--- src/rtl/semaforo_pkg.sv ---
// Shared types and helpers for the three-road lamp sequencer.
// Phase and road encodings live here so the top and the bench agree on names.
package semaforo_pkg;

    typedef enum logic [1:0] {
        ALL_RED = 2'd0,
        GREEN   = 2'd1,
        YELLOW  = 2'd2
    } state_t;

    typedef enum logic [1:0] {
        ROAD_A = 2'd0,
        ROAD_B = 2'd1,
        ROAD_C = 2'd2
    } road_t;

    typedef struct packed {
        logic  valid;
        road_t road;
    } road_req_t;

    // Anything that is not exactly one bit set is reported as invalid.
    function automatic road_req_t onehot_to_road(input logic [2:0] onehot);
        road_req_t r;
        r.valid = 1'b0;
        r.road  = ROAD_A;
        case (onehot)
            3'b001: begin r.valid = 1'b1; r.road = ROAD_A; end
            3'b010: begin r.valid = 1'b1; r.road = ROAD_B; end
            3'b100: begin r.valid = 1'b1; r.road = ROAD_C; end
            default: begin r.valid = 1'b0; r.road = ROAD_A; end
        endcase
        return r;
    endfunction

endpackage

--- src/rtl/temporizador_fase.sv ---
// Phase timer: clears on request, otherwise counts up and holds at all-ones.
module temporizador_fase #(
    parameter int CNT_W = 8
) (
    input  logic             clock,
    input  logic             reset,
    input  logic             clr,
    output logic [CNT_W-1:0] cnt
);

    // Saturation keeps an indefinitely long green from wrapping back below the minimum.
    always_ff @(posedge clock or posedge reset) begin
        if (reset) begin
            cnt <= '0;
        end else if (clr) begin
            cnt <= '0;
        end else if (cnt != '1) begin
            cnt <= cnt + CNT_W'(1);
        end
    end

endmodule

--- src/rtl/semaforo_sequenciador.sv ---
// Timed lamp sequencer: turns the decoder's one-hot green request into
// green/yellow/all-red phases with minimum durations, one non-red road at most.
module semaforo_sequenciador
    import semaforo_pkg::*;
#(
    parameter int T_MIN_GREEN = 8,
    parameter int T_YELLOW    = 3,
    parameter int T_ALL_RED   = 2,
    parameter int CNT_W       = 8
) (
    input  logic       clock,
    input  logic       reset,
    input  logic [2:0] req_green,
    output logic       VDA,
    output logic       VDB,
    output logic       VDC,
    output logic       VAA,
    output logic       VAB,
    output logic       VAC,
    output logic       VMA,
    output logic       VMB,
    output logic       VMC,
    output logic [1:0] cur_road
);

    localparam logic [CNT_W-1:0] LAST_GREEN  = CNT_W'(T_MIN_GREEN - 1);
    localparam logic [CNT_W-1:0] LAST_YELLOW = CNT_W'(T_YELLOW - 1);
    localparam logic [CNT_W-1:0] LAST_RED    = CNT_W'(T_ALL_RED - 1);

    state_t           state;
    state_t           state_nxt;
    road_t            road_q;
    road_t            road_nxt;
    road_t            next_road;
    road_t            next_road_nxt;
    road_req_t        req;
    logic [CNT_W-1:0] cnt;
    logic             clr;
    logic [2:0]       road_bit;
    logic [2:0]       green;
    logic [2:0]       yellow;
    logic [2:0]       red;

    assign clr = (state_nxt != state);

    temporizador_fase #(
        .CNT_W (CNT_W)
    ) u_timer (
        .clock (clock),
        .reset (reset),
        .clr   (clr),
        .cnt   (cnt)
    );

    always_ff @(posedge clock or posedge reset) begin
        if (reset) begin
            state     <= ALL_RED;
            road_q    <= ROAD_A;
            next_road <= ROAD_A;
        end else begin
            state     <= state_nxt;
            road_q    <= road_nxt;
            next_road <= next_road_nxt;
        end
    end

    // The request only matters in GREEN; once the target is latched it is committed.
    always_comb begin
        state_nxt     = state;
        road_nxt      = road_q;
        next_road_nxt = next_road;
        req           = onehot_to_road(req_green);
        case (state)
            ALL_RED: begin
                if (cnt == LAST_RED) begin
                    state_nxt = GREEN;
                end
            end
            GREEN: begin
                if ((cnt >= LAST_GREEN) && req.valid && (req.road != road_q)) begin
                    state_nxt     = YELLOW;
                    next_road_nxt = req.road;
                end
            end
            YELLOW: begin
                if (cnt == LAST_YELLOW) begin
                    state_nxt = ALL_RED;
                    road_nxt  = next_road;
                end
            end
            default: begin
                state_nxt = ALL_RED;
            end
        endcase
    end

    // Lamps depend only on registered state, so req_green never reaches them combinationally.
    always_comb begin
        road_bit = 3'b000;
        case (road_q)
            ROAD_A:  road_bit = 3'b001;
            ROAD_B:  road_bit = 3'b010;
            ROAD_C:  road_bit = 3'b100;
            default: road_bit = 3'b000;
        endcase
        green  = (state == GREEN)  ? road_bit : 3'b000;
        yellow = (state == YELLOW) ? road_bit : 3'b000;
        red    = ~(green | yellow);
    end

    assign {VDC, VDB, VDA} = green;
    assign {VAC, VAB, VAA} = yellow;
    assign {VMC, VMB, VMA} = red;
    assign cur_road        = road_q;

endmodule
--- config.mk ---
export PLATFORM = sky130hd
export DESIGN_NAME = semaforo_sequenciador
export DESIGN_NICKNAME = d
export VERILOG_FILES = /design/src/rtl/semaforo_pkg.sv /design/src/rtl/temporizador_fase.sv /design/src/rtl/semaforo_sequenciador.sv
export SDC_FILE = /design/constraint.sdc
export NUM_CORES = 1
export LEC_CHECK = 0
export CAP_MARGIN = 30
export CORE_MARGIN = 1
export CORE_UTILIZATION = 32
export CTS_BUF_LIST = sky130_fd_sc_hd__clkbuf_4 sky130_fd_sc_hd__clkbuf_8 sky130_fd_sc_hd__clkbuf_16
export DETAILED_ROUTE_END_ITERATION = 8
export PLACE_DENSITY = 0.55
export REMOVE_ABC_BUFFERS = 1
export SLEW_MARGIN = 10
export SYNTH_ARGS = -nofsm -noshare
export SYNTH_HDL_FRONTEND = slang
export SYNTH_SLANG_ARGS = --single-unit
--- constraint.sdc ---
create_clock -name clock -period 3.4 [get_ports clock]
set_input_delay 0.68 -clock clock [delete_from_list [all_inputs] [get_ports clock]]
set_output_delay 0.68 -clock clock [all_outputs]
set_load 0.01 [all_outputs]
After elaboration in Yosys (flattened, before gate mapping):

Index checks and enable logic that the tools add are counted.

* bits in writable memories: 0
* logic and storage cells: 37
* memories: 0
* bits in latches: 0
* flip-flop bits (word level): 14
* bits of input ports: 5
* output and inout port bits: 11
* bits in read-only memories: 0

* multipliers: 0
* bitwise operators: 2
* add/subtract/negate cells: 1
* shifts and indexed selects: 0
* equality and inequality tests: 12
* order comparisons: 1
* div/mod/pow operators: 0
* muxes and demuxes: 10
* reductions and logical operators: 7

Operators with widths (number)
* $pmux 3 s3: 2
* $mux 8: 2
* $add 8x1->8 const B: 1
* $eq 8x1->1 const B: 1
* $eq 8x2->1 const B: 1
* $ge 8x3->1 const B: 1
* $ne 8x8->1 const B: 1
* $mux 2: 3
* $mux 3: 2
* $pmux 2 s3: 1
* $eq 2x1->1 const B: 2
* $eq 2x2->1 const B: 2
* $logic_not 2->1: 2
* $ne 2x2->1: 2
* $reduce_and 2->1: 2
* $eq 3x1->1 const B: 1
* $eq 3x2->1 const B: 1
* $eq 3x3->1 const B: 1
* $not 3->3: 1
* $or 3x3->3: 1
* $logic_and 1x1->1: 2
* $reduce_bool 2->1: 1

Logic depth before layout (Yosys ltp):

Gate-level depths: netlist of the first run.

* word-level depth: 8
* depth in mapped cells: 6
* gate-level depth less buffers: 6

Modules after synthesis:

From an unflattened synthesis of the first run, not the netlist that was laid out.

* cell total of the unflattened synthesis: 91
* area, all modules: 840.8 µm²

Modules (own cells, without submodules)
* semaforo_sequenciador: cells each 50, times used 1, area an instance 431.7 µm², sequential area each 150.1 µm²
* temporizador_fase: cells each 41, times used 1, area an instance 409.1 µm², sequential area each 200.2 µm²

Worst setup path after synthesis of the first run:

No wires, ideal clock.

* path kind: reg-to-reg
* start: register u_timer.cnt[5]
* end: register next_road[1]
* buffers on the path: 1
* setup slack: 1.448 ns
* setup time: 0.125 ns
* period minus slack after synthesis: 1.952 ns
* stages on the path, launching flop included: 6
* arrival: 1.827 ns
* data required time: 3.275 ns
* cell sequence: dfrtp_1 or4_1 or3_1 nor4b_4 buf_6 mux2_4

* cells in the longest elaborated chain, start to end: 4

RTL lines
* from (decl): line temporizador_fase.sv:8 `output logic [CNT_W-1:0] cnt`
* from (signal assigned): line temporizador_fase.sv:18 `cnt <= cnt + CNT_W'(1);`
* $ge 8x3->1: line semaforo_sequenciador.sv:80 `if ((cnt >= LAST_GREEN) && req.valid && (req.road != road_q)) begin`
* $logic_and 1x1->1 (2 in a row): line semaforo_sequenciador.sv:80
* $reduce_and 2->1 (no source line)
* to (signal assigned): line semaforo_sequenciador.sv:63 `next_road <= next_road_nxt;`
* to (decl): line semaforo_sequenciador.sv:34 `road_t next_road;`

Every way passes these cells.
A chain may end at the register's enable or synchronous reset.

Final worst setup path of the first run:

* start: register state[1]
* end: output port VDA

* cells in the longest elaborated chain, start to end: 2

RTL lines
* from (decl): line semaforo_sequenciador.sv:30 `state_t state;`
* from (signal assigned): line semaforo_sequenciador.sv:61 `state <= state_nxt;`
* $eq 2x1->1: line semaforo_sequenciador.sv:106 `green = (state == GREEN) ? road_bit : 3'b000;`
* $mux 3: line semaforo_sequenciador.sv:106
* to (decl): line semaforo_sequenciador.sv:14 `output logic VDA,`

Every way passes these cells.

==> results.sh, run 1 <==
export IMPL_cellPowerDensity_mw_per_mm2=699
export IMPL_p_clk_share_pct=15.3
export IMPL_synth_top_area_cell="dfrtp_1"
export IMPL_cts_max_level=1
export IMPL_synthFlopType="dfrtp_1"
export IMPL_ys_ff_latch=14
export IMPL_period_needed_ns=2.44
export IMPL_fmax_mhz=410
export IMPL_routed_wl_um=1840
export IMPL_cp_data_arrival_time_ns=1.76
export IMPL_path_buf_inv=1
export IMPL_fp_coreArea_mm2=0.00254
export IMPL_grt_max_degree=15
export IMPL_max_slew_margin_rel_pct=63.5
export IMPL_clk_path_buf_depth=2
export IMPL_ant_nets=0
export IMPL_cp_end_kind="output pin"
export IMPL_final_util_pct=43.4
export IMPL_grt_pass1_vias=660
export IMPL_ios=16
export IMPL_synthCells=98
export IMPL_grt_pass1_wl_um=2800
export IMPL_first_pass_iters=4
export IMPL_hold_violations=0
export IMPL_post_place_ws_ns=0.768
export IMPL_whs_ns=0.507
export IMPL_start_util_pct=34.8
export IMPL_stdcell_area_mm2=0.00110
export IMPL_post_cts_resized=0
export IMPL_p_seq_share_pct=38.7
export IMPL_insertion_delay_ns=0.28
export IMPL_yosysTopAreaCellShare_pct=39.6
export IMPL_required_ns=2.72
export IMPL_max_stage_delay_ns=0.59
export IMPL_r2r_start="u_timer.cnt[5]"
export IMPL_antenna_found_initial=0
export IMPL_total_power_mw=0.772
export IMPL_die_h_um=54.6
export IMPL_dpl_cell_area_mm2=0.00107
export IMPL_async_flop_share_pct=100
export IMPL_syn_area_um2=885
export IMPL_synth_edf_count=0
export IMPL_critPathCapture="VDA"
export IMPL_outcome="complete, no violations"
export IMPL_fin_tns_setup_ns=0
export IMPL_die_x_um=54.6
export IMPL_r2r_end="next_road[1]"
export IMPL_clock_sinks=14
export IMPL_postSynthAreaPerCell_um2=9.03
export IMPL_p_int_mw=0.464
export IMPL_gp_congestion=0.762
export IMPL_portBuffers=15
export IMPL_crit_start="state[1]"
export IMPL_yosys_warnings=0
export IMPL_drc=0
export IMPL_synthToLayoutAreaGrowth_pct=24.9
export IMPL_switching_power_mw=0.308
export IMPL_startpoint_type="flip-flop"
export IMPL_tritoncts="yes"
export IMPL_cp_top_family="buffers and inverters"
export IMPL_cts_made_buffers=3
export IMPL_finalWorstSetupSlack_ns=0.960
export IMPL_hp_class="reg2reg"
export IMPL_slew_viol_final=0
export IMPL_critical_path_class="reg2out"
export IMPL_comb_power_share_pct=45.9
export IMPL_slowest_stage="clkdlybuf4s50_1"
export IMPL_r2r_cells=5
export IMPL_reg2reg_slack_ns=1.31
export IMPL_vdd_ir_drop_max_mv=0.403
export IMPL_cp_cell_sequence="nand2b_1 > nor3_1 > clkdlybuf4s50_1"
export IMPL_fin_nets=126
export IMPL_grt_ovfl_total=0
export IMPL_place_inst=143
export IMPL_rsz0062_at_grt="false"
export IMPL_cts_setup_buffers=0
export IMPL_antennaDiodeCount=0
export IMPL_clk_pin_slew_ns=0.08
export IMPL_crit_cells=3
export IMPL_fill_cells=270
export IMPL_p_leak_nw=0.482
export IMPL_dieArea_mm2=0.00298
export IMPL_drive_above_1_share_pct=10.3
export IMPL_post_drt_wl_per_cell_um=12.5
export IMPL_final_cells=147
export IMPL_fin_worst_skew_ns=0.00120
export IMPL_maxCapViolCount=0
export IMPL_worstMarginPinSlew_ns=0.546
export IMPL_path_max_fanout=5
export IMPL_drt_iter0_drc=10
export IMPL_hpwlAfterDp_um=1400
export IMPL_synth_cell_types=31
export IMPL_cts_hold_buffers=0
export IMPL_num_vias=768
export IMPL_ys_seq_area_share_pct=39.6
export IMPL_root_buffer="clkbuf_4"
export IMPL_synthTopCellsByArea="dfrtp_1 (40%), nor3_1 (7.9%), ha_1 (4.2%)"
export IMPL_rows=18
export IMPL_track_usage_pct=13.6
export IMPL_p_sw_share_pct=39.9
export IMPL_fin_crit_sh_pct=71.8
export IMPL_vias_per_cell=5.22
export IMPL_finalSetupViolCount=0
cell families after synthesis:
group	count (synthesis)	share of synthesized area, %
AND/OR/NAND/NOR	53	33.5
buffers and inverters	5	2.97
adder cells (fa/ha/maj)	3	4.24
multiplexers	6	7.78
XOR/XNOR	1	0.990
AO/OA/AOI/OAI	16	10.9
flip-flops	14	39.6
layout make-up:
cell class	instances	area (µm²)	area share (%)
tap	30	37.5	3.40
multi-input combinational	79	508	46.0
inverter	4	15.0	1.36
sequential	14	350	31.7
timing repair buffer	16	158	14.3
clock buffer	4	36.3	3.28
cell usage after synthesis, types with 4 or more instances:
master	number
nor2_1	9
nand2b_1	4
nor3_1	14
o21ai_0	7
inv_1	4
dfrtp_1	14
nand2_1	6
nand3_1	4
nor2b_1	4
per-layer routing:
layer	routed length [µm]	track usage, %	vias up
met5	0	0	-
met4	44	6.41	0
met3	63	1.67	7
met2	866	23.8	20
met1	868	16.3	347
li1	-	-	394
registers in the layout (all words and copies together), names as in the netlist:
name         cells
next_road        2
u_timer.cnt      8
state            2
cur_road         2
power by group through the flow:
stage | Combinational [mW] | Clock, mW | Sequential (mW)
global route | 0.402 | 0.131 | 0.311
floorplan | 0.256 | 0 | 0.285
global placement | 0.353 | 0 | 0.301
finish | 0.355 | 0.118 | 0.299
CTS | 0.362 | 0.127 | 0.299
detailed placement | 0.359 | 0 | 0.301
worst min path at each step:
stage	from	endpoint	slack, ns	depth (start not counted)
after floorplan	state[1]	state[0]	0.46	1
after global placement	state[1]	state[0]	0.48	1
after detailed placement	state[1]	state[0]	0.49	1
after CTS	state[1]	state[0]	0.51	1
after global routing	state[1]	state[0]	0.52	1
final	state[1]	state[0]	0.51	1
cells in the final DEF, fill, tap and decap left out, types with 4 or more instances in the layout:
cell / n
clkdlybuf4s50_1: 15
nor3_1: 14
dfrtp_1: 14
nor2_1: 9
o21ai_0: 7
nand2_1: 6
nor2b_1: 4
nand2b_1: 4
inv_1: 4
nand3_1: 4
Note: power is estimated with default switching activity, not from simulation.
==> run 2, diff against run 1 <==
- clock period: 3.4 -> 2.5 ns (I/O delays scaled with it)
==> results.sh, run 2 (synthesis gave the netlist of run 1 again) <==
export IMPL_stdcell_area_mm2=0.00110
export IMPL_whs_ns=0.505
export IMPL_max_slew_margin_rel_pct=64.0
export IMPL_vias_per_cell=5.06
export IMPL_total_power_mw=1.01
export IMPL_final_util_pct=43.2
export IMPL_p_int_mw=0.601
export IMPL_final_common_cell="clkdlybuf4s50_1"
export IMPL_grt_pass1_wl_um=3020
export IMPL_cp_end_kind="output pin"
export IMPL_gp_congestion=0.760
export IMPL_post_cts_resized=0
export IMPL_worstMarginPinSlew_ns=0.539
export IMPL_drive_above_1_share_pct=10.3
export IMPL_grt_ovfl_total=0
export IMPL_insertion_delay_ns=0.28
export IMPL_comb_power_share_pct=47.8
export IMPL_dpl_cell_area_mm2=0.00108
export IMPL_hold_depth=1
export IMPL_fin_crit_sh_pct=88.5
export IMPL_routed_wl_um=1790
export IMPL_slew_viol_final=0
export IMPL_grt_pass1_vias=688
export IMPL_antennaDiodeCount=0
export IMPL_switching_power_mw=0.411
export IMPL_fp_coreArea_mm2=0.00254
export IMPL_cellPowerDensity_mw_per_mm2=921
export IMPL_drc=0
export IMPL_path_max_fanout=5
export IMPL_cp_data_arrival_time_ns=1.71
export IMPL_tritoncts="yes"
export IMPL_period_needed_ns=2.21
export IMPL_ios=16
export IMPL_cts_max_level=1
export IMPL_hp_class="reg2reg"
export IMPL_ant_nets=0
export IMPL_synthToLayoutAreaGrowth_pct=24.2
export IMPL_drt_iter0_drc=10
export IMPL_root_buffer="clkbuf_4"
export IMPL_portBuffers=15
export IMPL_p_sw_share_pct=40.6
export IMPL_track_usage_pct=14.6
export IMPL_layout_common_cells="clkdlybuf4s50_1 (15), nor3_1 (14), dfrtp_1 (14)"
export IMPL_num_vias=744
export IMPL_p_clk_share_pct=12.2
export IMPL_first_pass_iters=4
export IMPL_clk_path_buf_depth=2
export IMPL_antenna_found_initial=0
export IMPL_post_drt_wl_per_cell_um=12.2
export IMPL_clock_sinks=14
export IMPL_dieArea_mm2=0.00298
export IMPL_start_util_pct=34.8
export IMPL_die_h_um=54.6
export IMPL_startpoint_type="flip-flop"
export IMPL_cts_setup_buffers=0
export IMPL_largest_reg_flops=8
export IMPL_critical_path_class="reg2out"
export IMPL_fmax_mhz=452
export IMPL_cts_made_buffers=3
export IMPL_cts_hold_buffers=0
export IMPL_rows=18
export IMPL_top_register="u_timer.cnt"
export IMPL_hold_violations=0
export IMPL_die_x_um=54.6
export IMPL_finalSetupViolCount=0
export IMPL_post_place_ws_ns=0.166
export IMPL_required_ns=2.00
export IMPL_r2r_cells=5
export IMPL_fin_nets=127
export IMPL_rsz0062_at_grt="false"
export IMPL_fin_worst_skew_ns=0.00553
export IMPL_clk_pin_slew_ns=0.08
export IMPL_grt_max_degree=15
export IMPL_fin_tns_setup_ns=0
export IMPL_final_cells=147
export IMPL_vdd_ir_drop_max_mv=0.545
export IMPL_finalWorstSetupSlack_ns=0.286
export IMPL_p_seq_share_pct=40.0
export IMPL_hpwlAfterDp_um=1350
export IMPL_place_inst=144
export IMPL_p_leak_nw=0.479
export IMPL_outcome="complete, no violations"
export IMPL_maxCapViolCount=0
run 2: changes by cell type in the layout (fill, tap and decap cells not counted), sizes merged:
cell,change
clkbuf,-1
buf,+1
run 2: final timing paths:
| check | from | to | slack [ns] |
|---|---|---|---|
| max reg2reg | u_timer.cnt[5] | u_timer.cnt[5] | 0.42 |
| max | state[1] | VDA | 0.29 |
| max in group asynchronous | reset | u_timer.cnt[5] | 1.58 |
| min | state[1] | state[0] | 0.51 |
| min reg2reg | state[1] | state[0] | 0.51 |
| min in group asynchronous | reset | cur_road[0] | 0.56 |
run 2: layout make-up:
type | count | area [µm²]
clock buffer | 3 | 22.5
fill | 268 | 1450
inverter | 4 | 15.0
multi-input combinational | 79 | 508
sequential | 14 | 350
tap | 30 | 37.5
timing repair buffer | 17 | 165
run 2: power by group through the flow:
stage / Clock (mW) / Combinational, mW / Sequential [mW]
4_1_cts: 0.131 / 0.493 / 0.406
6_report: 0.123 / 0.484 / 0.405
3_3_place_gp: 0 / 0.481 / 0.409
2_1_floorplan: 0 / 0.348 / 0.388
5_1_grt: 0.140 / 0.543 / 0.424
3_5_place_dp: 0 / 0.489 / 0.411
run 2: worst max-delay path, cell delays in order, from the launching register on:
cell             delay (ns)
dfrtp_1                0.42
nand2b_1               0.24
nor3_1                 0.21
clkdlybuf4s50_1        0.57
run 2: per-layer routing:
metal	vias up	wire (µm)	track usage (%)
li1	391	-	-
met1	330	876	18.7
met2	18	815	24.6
met3	5	69	1.67
met4	0	30	6.41
met5	-	0	0
==> run 3, diff against run 2 <==
- SLEW_MARGIN: 10 -> unset
==> results of run 3 <==
Same layout as run 2: the final DEF is identical, and so are final timing and power.
